[src/rtl/gates_pipe_pkg.sv]
// Shared mode encodings and default sizes for the gates_pipe lane datapath.
package gates_pipe_pkg;

    typedef enum logic [1:0] {
        MODE_ANDOR   = 2'b00,
        MODE_NANDNOR = 2'b01,
        MODE_XOR     = 2'b10,
        MODE_PASS    = 2'b11
    } mode_e;

    localparam int DEFAULT_WIDTH    = 8;
    localparam int DEFAULT_CHANNELS = 4;
    localparam int DEFAULT_CNT_W    = 16;

    localparam logic [1:0] OCC_EMPTY = 2'd0;
    localparam logic [1:0] OCC_ONE   = 2'd1;
    localparam logic [1:0] OCC_FULL  = 2'd2;

endpackage

[src/rtl/gates_pipe_if.sv]
// Input/output handshake bundle for gates_pipe; GATES_PIPE_PARITY_EN adds the per-lane out_par signal.
interface gates_pipe_if #(
    parameter int WIDTH    = 8,
    parameter int CHANNELS = 4,
    parameter int CNT_W    = 16
);
    logic                      in_valid;
    logic                      in_ready;
    logic [CHANNELS*WIDTH-1:0] in_a;
    logic [CHANNELS*WIDTH-1:0] in_b;
    logic [2*CHANNELS-1:0]     in_mode;
    logic                      out_valid;
    logic                      out_ready;
    logic [CHANNELS*WIDTH-1:0] out1;
    logic [CHANNELS*WIDTH-1:0] out2;
    logic [CNT_W-1:0]          xfer_cnt;
`ifdef GATES_PIPE_PARITY_EN
    logic [CHANNELS-1:0]       out_par;

    modport master (
        output in_valid, in_a, in_b, in_mode, out_ready,
        input  in_ready, out_valid, out1, out2, xfer_cnt, out_par
    );

    modport slave (
        input  in_valid, in_a, in_b, in_mode, out_ready,
        output in_ready, out_valid, out1, out2, xfer_cnt, out_par
    );
`else
    modport master (
        output in_valid, in_a, in_b, in_mode, out_ready,
        input  in_ready, out_valid, out1, out2, xfer_cnt
    );

    modport slave (
        input  in_valid, in_a, in_b, in_mode, out_ready,
        output in_ready, out_valid, out1, out2, xfer_cnt
    );
`endif

endinterface

[src/rtl/gates_pipe_op.sv]
// Single-lane combinational gate pair: mode selects which complementary pair drives out1/out2.
module gates_pipe_op
    import gates_pipe_pkg::*;
#(
    parameter int WIDTH = DEFAULT_WIDTH
)(
    input  logic [1:0]       i_mode,
    input  logic [WIDTH-1:0] i_a,
    input  logic [WIDTH-1:0] i_b,
    output logic [WIDTH-1:0] o_out1,
    output logic [WIDTH-1:0] o_out2
);

    always_comb begin
        o_out1 = i_a;
        o_out2 = i_b;
        case (i_mode)
            MODE_ANDOR: begin
                o_out1 = i_a & i_b;
                o_out2 = i_a | i_b;
            end
            MODE_NANDNOR: begin
                o_out1 = ~(i_a & i_b);
                o_out2 = ~(i_a | i_b);
            end
            MODE_XOR: begin
                o_out1 = i_a ^ i_b;
                o_out2 = ~(i_a ^ i_b);
            end
            default: begin
                o_out1 = i_a;
                o_out2 = i_b;
            end
        endcase
    end

endmodule

[src/rtl/gates_pipe.sv]
// Multi-lane gate-pair pipeline with a 2-entry valid/ready output buffer and saturating transfer counter.
// Optional macro GATES_PIPE_PARITY_EN stores and outputs even parity of each lane's out1.
module gates_pipe
    import gates_pipe_pkg::*;
#(
    parameter int WIDTH    = DEFAULT_WIDTH,
    parameter int CHANNELS = DEFAULT_CHANNELS,
    parameter int CNT_W    = DEFAULT_CNT_W
)(
    input  logic        clk,
    input  logic        rstn,
    gates_pipe_if.slave bus
);

    localparam int DATA_W = CHANNELS * WIDTH;

    logic [DATA_W-1:0] w_out1;
    logic [DATA_W-1:0] w_out2;
    logic              w_push;
    logic              w_pop;
    logic [1:0]        w_occNext;

    logic [1:0]        r_occ;
    logic              r_inReady;
    logic [DATA_W-1:0] r_headOut1;
    logic [DATA_W-1:0] r_headOut2;
    logic [DATA_W-1:0] r_tailOut1;
    logic [DATA_W-1:0] r_tailOut2;
    logic [CNT_W-1:0]  r_xferCnt;

`ifdef GATES_PIPE_PARITY_EN
    logic [CHANNELS-1:0] w_par;
    logic [CHANNELS-1:0] r_headPar;
    logic [CHANNELS-1:0] r_tailPar;
`endif

    for (genvar k = 0; k < CHANNELS; k++) begin : g_lane
        gates_pipe_op #(.WIDTH(WIDTH)) u_op (
            .i_mode (bus.in_mode[2*k +: 2]),
            .i_a    (bus.in_a[k*WIDTH +: WIDTH]),
            .i_b    (bus.in_b[k*WIDTH +: WIDTH]),
            .o_out1 (w_out1[k*WIDTH +: WIDTH]),
            .o_out2 (w_out2[k*WIDTH +: WIDTH])
        );
`ifdef GATES_PIPE_PARITY_EN
        assign w_par[k] = ^w_out1[k*WIDTH +: WIDTH];
`endif
    end

    assign w_push = bus.in_valid & r_inReady;
    assign w_pop  = (r_occ != OCC_EMPTY) & bus.out_ready;

    always_comb begin
        w_occNext = r_occ;
        if (w_push && !w_pop) begin
            w_occNext = r_occ + 2'd1;
        end else if (!w_push && w_pop) begin
            w_occNext = r_occ - 2'd1;
        end
    end

    // The head register doubles as the output register, so out1/out2 hold their value while empty.
    always_ff @(posedge clk or negedge rstn) begin
        if (!rstn) begin
            r_occ      <= OCC_EMPTY;
            r_inReady  <= 1'b1;
            r_headOut1 <= '0;
            r_headOut2 <= '0;
            r_tailOut1 <= '0;
            r_tailOut2 <= '0;
`ifdef GATES_PIPE_PARITY_EN
            r_headPar  <= '0;
            r_tailPar  <= '0;
`endif
        end else begin
            r_occ     <= w_occNext;
            r_inReady <= (w_occNext != OCC_FULL);
            if (w_push && ((r_occ == OCC_EMPTY) || ((r_occ == OCC_ONE) && w_pop))) begin
                r_headOut1 <= w_out1;
                r_headOut2 <= w_out2;
`ifdef GATES_PIPE_PARITY_EN
                r_headPar  <= w_par;
`endif
            end else if (w_pop && (r_occ == OCC_FULL)) begin
                r_headOut1 <= r_tailOut1;
                r_headOut2 <= r_tailOut2;
`ifdef GATES_PIPE_PARITY_EN
                r_headPar  <= r_tailPar;
`endif
            end
            if (w_push && (r_occ == OCC_ONE) && !w_pop) begin
                r_tailOut1 <= w_out1;
                r_tailOut2 <= w_out2;
`ifdef GATES_PIPE_PARITY_EN
                r_tailPar  <= w_par;
`endif
            end
        end
    end

    always_ff @(posedge clk or negedge rstn) begin
        if (!rstn) begin
            r_xferCnt <= '0;
        end else if (w_pop && (r_xferCnt != {CNT_W{1'b1}})) begin
            r_xferCnt <= r_xferCnt + CNT_W'(1);
        end
    end

    // in_ready is registered but must read low for the whole time reset is held.
    assign bus.in_ready  = r_inReady & rstn;
    assign bus.out_valid = (r_occ != OCC_EMPTY);
    assign bus.out1      = r_headOut1;
    assign bus.out2      = r_headOut2;
    assign bus.xfer_cnt  = r_xferCnt;
`ifdef GATES_PIPE_PARITY_EN
    assign bus.out_par   = r_headPar;
`endif

endmodule
[src/flat_wrapper.sv]
// flat-port wrapper written by rule: the top's interface ports become plain ports
module gates_pipe_flat import gates_pipe_pkg::*;
#(
    parameter int WIDTH    = DEFAULT_WIDTH,
    parameter int CHANNELS = DEFAULT_CHANNELS,
    parameter int CNT_W    = DEFAULT_CNT_W
)
  (clk, rstn, bus_in_valid, bus_in_a, bus_in_b, bus_in_mode, bus_out_ready, bus_in_ready, bus_out_valid, bus_out1, bus_out2, bus_xfer_cnt);
  gates_pipe_if #(.WIDTH(WIDTH), .CHANNELS(CHANNELS), .CNT_W(CNT_W)) bus_i ();
  input  logic clk;
  input  logic rstn;
  input wire logic [$bits(bus_i.in_valid)-1:0] bus_in_valid;
  input wire logic [$bits(bus_i.in_a)-1:0] bus_in_a;
  input wire logic [$bits(bus_i.in_b)-1:0] bus_in_b;
  input wire logic [$bits(bus_i.in_mode)-1:0] bus_in_mode;
  input wire logic [$bits(bus_i.out_ready)-1:0] bus_out_ready;
  output wire logic [$bits(bus_i.in_ready)-1:0] bus_in_ready;
  output wire logic [$bits(bus_i.out_valid)-1:0] bus_out_valid;
  output wire logic [$bits(bus_i.out1)-1:0] bus_out1;
  output wire logic [$bits(bus_i.out2)-1:0] bus_out2;
  output wire logic [$bits(bus_i.xfer_cnt)-1:0] bus_xfer_cnt;
  assign bus_i.in_valid = bus_in_valid;
  assign bus_i.in_a = bus_in_a;
  assign bus_i.in_b = bus_in_b;
  assign bus_i.in_mode = bus_in_mode;
  assign bus_i.out_ready = bus_out_ready;
  assign bus_in_ready = bus_i.in_ready;
  assign bus_out_valid = bus_i.out_valid;
  assign bus_out1 = bus_i.out1;
  assign bus_out2 = bus_i.out2;
  assign bus_xfer_cnt = bus_i.xfer_cnt;
  gates_pipe #(.WIDTH(WIDTH), .CHANNELS(CHANNELS), .CNT_W(CNT_W)) u_core (.clk(clk), .rstn(rstn), .bus(bus_i));
endmodule
[config.mk]
export PLATFORM = sky130hd
export DESIGN_NAME = gates_pipe_flat
export DESIGN_NICKNAME = d
export VERILOG_FILES = /design/src/rtl/gates_pipe_pkg.sv /design/src/rtl/gates_pipe_if.sv /design/src/rtl/gates_pipe_op.sv /design/src/rtl/gates_pipe.sv /design/src/flat_wrapper.sv
export SDC_FILE = /design/constraint.sdc
export NUM_CORES = 1
export LEC_CHECK = 0
export BUFFER_PORTS_ARGS = -buffer_cell sky130_fd_sc_hd__buf_2
export CAP_MARGIN = 30
export CORE_ASPECT_RATIO = 0.9
export CORE_MARGIN = 2
export CORE_UTILIZATION = 45
export CTS_BUF_LIST = sky130_fd_sc_hd__clkbuf_8
export DETAILED_ROUTE_END_ITERATION = 10
export HOLD_SLACK_MARGIN = 0.08
export PLACE_DENSITY = 0.64
export SETUP_SLACK_MARGIN = 0.3
export SYNTH_ARGS = -nofsm -noshare
export SYNTH_HDL_FRONTEND = slang
export SYNTH_HIERARCHICAL = 1
export SYNTH_SLANG_ARGS = --single-unit
[constraint.sdc]
create_clock -name clk -period 2.1 [get_ports clk]
set_input_delay 0.42 -clock clk [delete_from_list [all_inputs] [get_ports clk]]
set_output_delay 0.42 -clock clk [all_outputs]
set_load 0.05 [all_outputs]
Yosys cells after proc, flatten, opt, wreduce, memory -nomap -nowiden
Index checks and enable logic that the tools add are counted.
Storage, ports and cells
  flip-flop bits (word level): 147
  input port bits: 76
Operators by class
  add/sub/neg operators: 3
  equality and inequality tests: 12
  mux-type cells: 14
  bitwise logic cells: 27
  reduce and logical (&&, ||, !) cells: 18
Operators with widths (number)
  8-bit case mux with 3 select lines: 8
  32-bit two-way mux: 4
  8-bit NOT: 12
  8-bit AND: 4
  8-bit bitwise OR: 4
  8-bit XOR: 4
  16-bit by 1-bit adder with 16-bit output, second input constant: 1
  16-bit inequality test, second input constant: 1
  2-bit by 1-bit == test with 1-bit output, second input constant: 5
  2-bit == test, second input constant: 5
  2-bit logical NOT: 5
  1-bit logical AND: 8
  2-bit two-way mux: 2
  2-bit nonzero test: 2
  1-bit AND: 3
  2-bit by 1-bit adder with 2-bit output, second input constant: 1
  1-bit logical NOT: 2
  2-bit inequality test, second input constant: 1
  2-bit by 1-bit subtractor with 2-bit output, second input constant: 1
  1-bit logical OR: 1

Depth between registers and ports, before layout
  depth in word-level cells: 6
  gate-level depth with buffers: 9

By module
Netlist, hierarchy kept.
By module, submodules not included
  gates_pipe: times used 1, cells each 503, area each 6293.5 µm², seq. area each 3679.8 µm²
  gates_pipe_op (u_core.g_lane[1].u_op ...): times used 3, cells each 112, area each 750.7 µm², seq. area each 0.0 µm²
  gates_pipe_op (u_core.g_lane[0].u_op): times used 1, cells each 112, area each 760.7 µm², seq. area each 0.0 µm²

Worst setup path after synthesis
No wires, ideal clock.
  path type: register to register
  start point: register u_core.r_xferCnt[0] (netlist: u_core/bus.xfer_cnt[0])
  end point: register u_core.r_xferCnt[1] (netlist: u_core/bus.xfer_cnt[1])
  library setup time: 0.125 ns
  arrival: 1.864 ns
  path slack: 0.111 ns
  stages on the path, launching flop included: 6
  path through: dfrtp_1 > ha_1 > and3_1 > nor4b_4 > nor2_2 > mux2_4
Between the ends
  cells in the longest elaborated chain, start to end: 2
  elaborated cells between the ends (all ways): 3
  classes of those cells: add/sub: 1; eq/ne: 1; reduce/logical: 1
Ends and longest elaborated chain
  start, declared: RTL line gates_pipe.sv:29  | logic [CNT_W-1:0] r_xferCnt;
  start signal, assigned: RTL line gates_pipe.sv:105  | r_xferCnt <= r_xferCnt + CNT_W'(1);
  parallel branches: the longest is 2 deep, another holds 16-bit by 1-bit adder with 16-bit output
Several ways; the timed one is not identified.
A chain may end at the register's enable or synchronous reset.

Final worst setup path
  start point: register u_core.r_occ[1]
  end point: output bus_out_valid
Between the ends
  cells in the longest elaborated chain, start to end: 1
Ends and longest elaborated chain
  start, declared: RTL line gates_pipe.sv:23  | logic [1:0] r_occ;
  start signal, assigned: RTL line gates_pipe.sv:76  | r_occ <= w_occNext;
  2-bit nonzero test: RTL line gates_pipe.sv:111  | assign bus.out_valid = (r_occ != OCC_EMPTY);
  end, declared: RTL line flat_wrapper.sv:18  | output wire logic [$bits(bus_i.out_valid)-1:0] bus_out_valid;
No other way between the ends.

==> summary.md <==
| Metric | Value |
|---|---|
| Longest Clk Path Bufs | `2` |
| Power per cell area | `between 1000 and 1500 nW/um^2` |
| Worst slew margin | `about two fifths` |
| Grt total ovfl | `0` |
| # hold bufs at CTS | `0` |
| Core Box Area | `20100 sq um` |
| DR iter-0 viols | `around 320` |
| Final Worst Setup Slack | `0.363 ns` |
| CP most frequent cell | `inv_2` |
| Adder-cell share of the synthesized area | `9.14%` |
| Worst R2R Path Depth | `6` |
| Post-route minimum period | `1.74 ns` |
| Tcrit/Tclk final | `82.7%` |
| Worst R2R Start | `u_core/r_occ[1]` |
| Drt pass-1 iters | `4` |
| Sequential fraction of the synthesis area | `39.5%` |
| Final hold viol count | `4` |
| Fillers | `1848` |
| # rows | `between 40 and 50` |
| Global Route Usage Sum | `17.7%` |
| Yosys reg bits | `about 150` |
| Clock sink count | `about 150` |
| R2r setup slk | `approximately 0.4 ns` |
| Final Max Slew Viols | `0` |
| Crit path launch type | `flop` |
| Total chip power | `about 14 mW` |
| WP depth | `4` |
| Initial antenna violation count | `0` |
| Post-synth EDFFs | `0` |
| Input/output buffers | `roughly 160` |
| Max Clk Rate | `0.576 GHz` |
| Avg Cell Area, Syn | `9.79 sq um` |
| Top_reg_cell synth | `dfrtp_1` |
| Die W | `156 um` |
| RSZ-0062 raised after global routing | `true` |
| DP Worst Slack | `between 0.15 and 0.2 ns` |
| Vert. Die Dim | `between 100 and 150 um` |
| Yosys top cell area share | `39.3%` |
| Layout cells sized above 1 | `27.8%` |
| Violated checks | `negative hold slack` |
| Worst setup path class | `flop to output pin` |
| DRC Markers | `0` |
| Worst path max stage delay | `between 0.4 and 0.5 ns` |
| IO Count | `approximately 160` |
| Asr flop ratio synth | `100%` |
| Largest net degree at the start of global routing | `around 150` |
| Slowest cell on crit path | `dfrtp_1` |
| Mapped cell area | `between 9000 and 10000 sq um` |
| Reg2reg end | `u_core/r_tailOut2[11]` |
| Synth top area cells | `dfrtp_1 39%, ha_1 9.1%, mux2_2 7.1%, mux2i_1 7.0%, a21oi_1 5.0%` |
| Unique masters post-synth | `40` |
| CP required | `about 1.7 ns` |
| Crit Path Max Fanout | `5` |
| Slew at the pin closest to its max-slew limit | `between 0.9 and 1 ns` |
| DP HPWL | `~13000 um` |
| Largest family of logic cells by synthesized area | `multiplexers` |
| Family with the most delay on the worst path | `flip-flops` |
| Drt total wl | `between 15000 and 20000 um` |
| XOR/XNOR Fraction of Synth Area | `around 7.6%` |
| Worst Skew | `0.0176 ns` |
| Ant diodes | `0` |
| WP buf/inv | `3` |
| Peak supply drop | `slightly below 0.001 V` |
| WP data arrival | `between 1 and 1.5 ns` |
| Hold Crit Class | `input port to async pin` |
| Most common cell in the netlist | `dfrtp_1` |
| Post-synthesis mux area share | `~15%` |
| CTS tree | `done` |
| Commonest cells post-synth | `146 x dfrtp_1, 98 x nor2_1, 93 x a21oi_1` |
| Storage cell area | `roughly 3700 sq um` |
| Post-detailed-route wirelength per cell | `14.4 um` |
| Worst-path cell chain | `inv_2, ha_4, inv_2, buf_6` |
| Area grow syn2layout | `15.7%` |
| Initial Utilization | `46.3%` |
| CTS root buf | `clkbuf_8` |
| Post-Syn Instances | `approximately 950` |
| Crit path from | `u_core/r_occ[1]` |
| Gpl congestion | `a little over 0.8` |
| Cts bufs inserted | `17` |
| Max_cap viols | `0` |
| # nets final | `roughly 1.2k` |
| Die ar. | `~22000 sq um` |
| Clock Latency Late Sink | `around 0.46 ns` |
| Warnings from Yosys | `6` |
| Worst-path clk slew | `between 0.1 and 0.15 ns` |
| Routed vias/inst | `a little over 5` |
| Htree depth | `4` |
| Area leader, netlist | `dfrtp_1` |
| Remaining antenna violation count | `0` |
| Multi-input gate area | `4980 sq um` |
| Synthesized net count | `roughly 1.1k` |
| Min Hold Slack | `-0.0228 ns` |
| LEAKAGE | `roughly 5.7 nW` |
| Vias in the first global route | `approximately 6.3k` |
| First-pass GRT wire length | `roughly 31000 um` |
| Compound-gate portion of the synthesized area | `between 10% and 20%` |
| CP endpoint | `bus_out_valid` |
| Status | `finished, violations left` |
| Endpoint type of the worst setup path | `output pin` |
| Simple-gate share of the synthesized area | `under 10%` |
| Fin Setup TNS | `0 ns` |
| DR vias | `about 6.8k` |
| Final setup violation count | `0` |
==> through the flow <==
stage	cells	hold WS, ns	util [%]	instance area (sq um)
2_1_floorplan	951	0.124	-	9340
3_5_place_dp	1317	0.479	50.9	10200
5_1_grt	1355	0.103	53.5	10800
4_1_cts	1349	0.113	53.0	10700
3_3_place_gp	1317	0.472	50.9	10200
6_report	1355	-0.0228	53.5	10800
==> flip-flops by register name (all words and copies together) (netlist names) <==
signal / count
u_core/r_tailOut2: 32
u_core/r_inReady: 1
u_core/bus.out1: 32
u_core/bus.out2: 32
u_core/r_occ: 2
u_core/r_tailOut1: 32
u_core/bus.xfer_cnt: 16
==> cells in the final DEF, fill, tap and decap left out, types with 5 or more instances in the layout <==
cell type / netlist / routed
nor2_1: 98 / 97
buf_12: 5 / 9
a21oi_1: 93 / 93
mux2_2: 59 / 59
buf_6: 8 / 5
dfrtp_2: 0 / 16
mux2i_1: 65 / 65
mux2_1: 5 / 5
clkbuf_8: 0 / 18
inv_6: 0 / 6
nand2_1: 72 / 71
xnor2_1: 35 / 35
o21ai_0: 65 / 65
buf_2: 23 / 154
xor2_1: 46 / 46
inv_1: 67 / 64
ha_1: 68 / 66
dfrtp_1: 146 / 130
buf_4: 6 / 5
a21o_1: 32 / 32
nor3_1: 6 / 6
==> layer usage <==
metal | GRT usage [%] | share of wire (%) | vias up
met4 | 5.75 | 1.5 | 0
li1 | - | - | 3451
met5 | 0 | 0 | -
met1 | 23.6 | 48 | 3227
met3 | 4.92 | 5.1 | 18
met2 | 27.9 | 46 | 128
==> cells by family after synthesis <==
group,Yosys count
adders and majority gates,68
muxes,130
and+or+nand+nor,204
DFF,147
buffers and inverters,126
AOI/OAI and AO/OA,195
xor gates and xnor gates,81
==> worst min-delay path by stage <==
stage                                start                      end  slack [ns]  depth (start not counted)
detailed placement  u_core/bus.xfer_cnt[3]   u_core/bus.xfer_cnt[3]        0.48                          1
global route                          rstn  u_core/bus.xfer_cnt[12]        0.10                          2
CTS                                   rstn   u_core/bus.xfer_cnt[6]        0.11                          2
finish                                rstn  u_core/bus.xfer_cnt[10]       -0.02                          2
floorplan                             rstn       u_core/bus.out1[0]        0.12                          0
global placement    u_core/bus.xfer_cnt[3]   u_core/bus.xfer_cnt[3]        0.47                          1
==> layout make-up <==
cell class | count | share of cell area, %
multi-input cells | 678 | 46.3
flip-flops and latches | 147 | 34.4
repair buffers | 176 | 10.2
well taps | 255 | 2.96
inverters | 67 | 2.34
clock buffers | 18 | 2.30
clock inverters | 14 | 1.55
==> repair_timing <==
item | in CTS | in global routing
pin swaps | 0 | 1
gates cloned | 0 | 3
endpoints found under the setup margin | 71 | 126
setup buffers | 0 | 3
resized for setup | 6 | 12
endpoints found under the hold margin | 0 | 0
==> power by group <==
| group | leakage, nW | switching [mW] | internal [mW] |
|---|---|---|---|
| Clock | 0.208 | 1.21 | 1.13 |
| Sequential | 1.76 | 0.751 | 4.20 |
| Combinational | 3.76 | 4.49 | 2.34 |
| Total | 5.73 | 6.45 | 7.66 |
No activity file was read; power rests on OpenSTA's default activity.
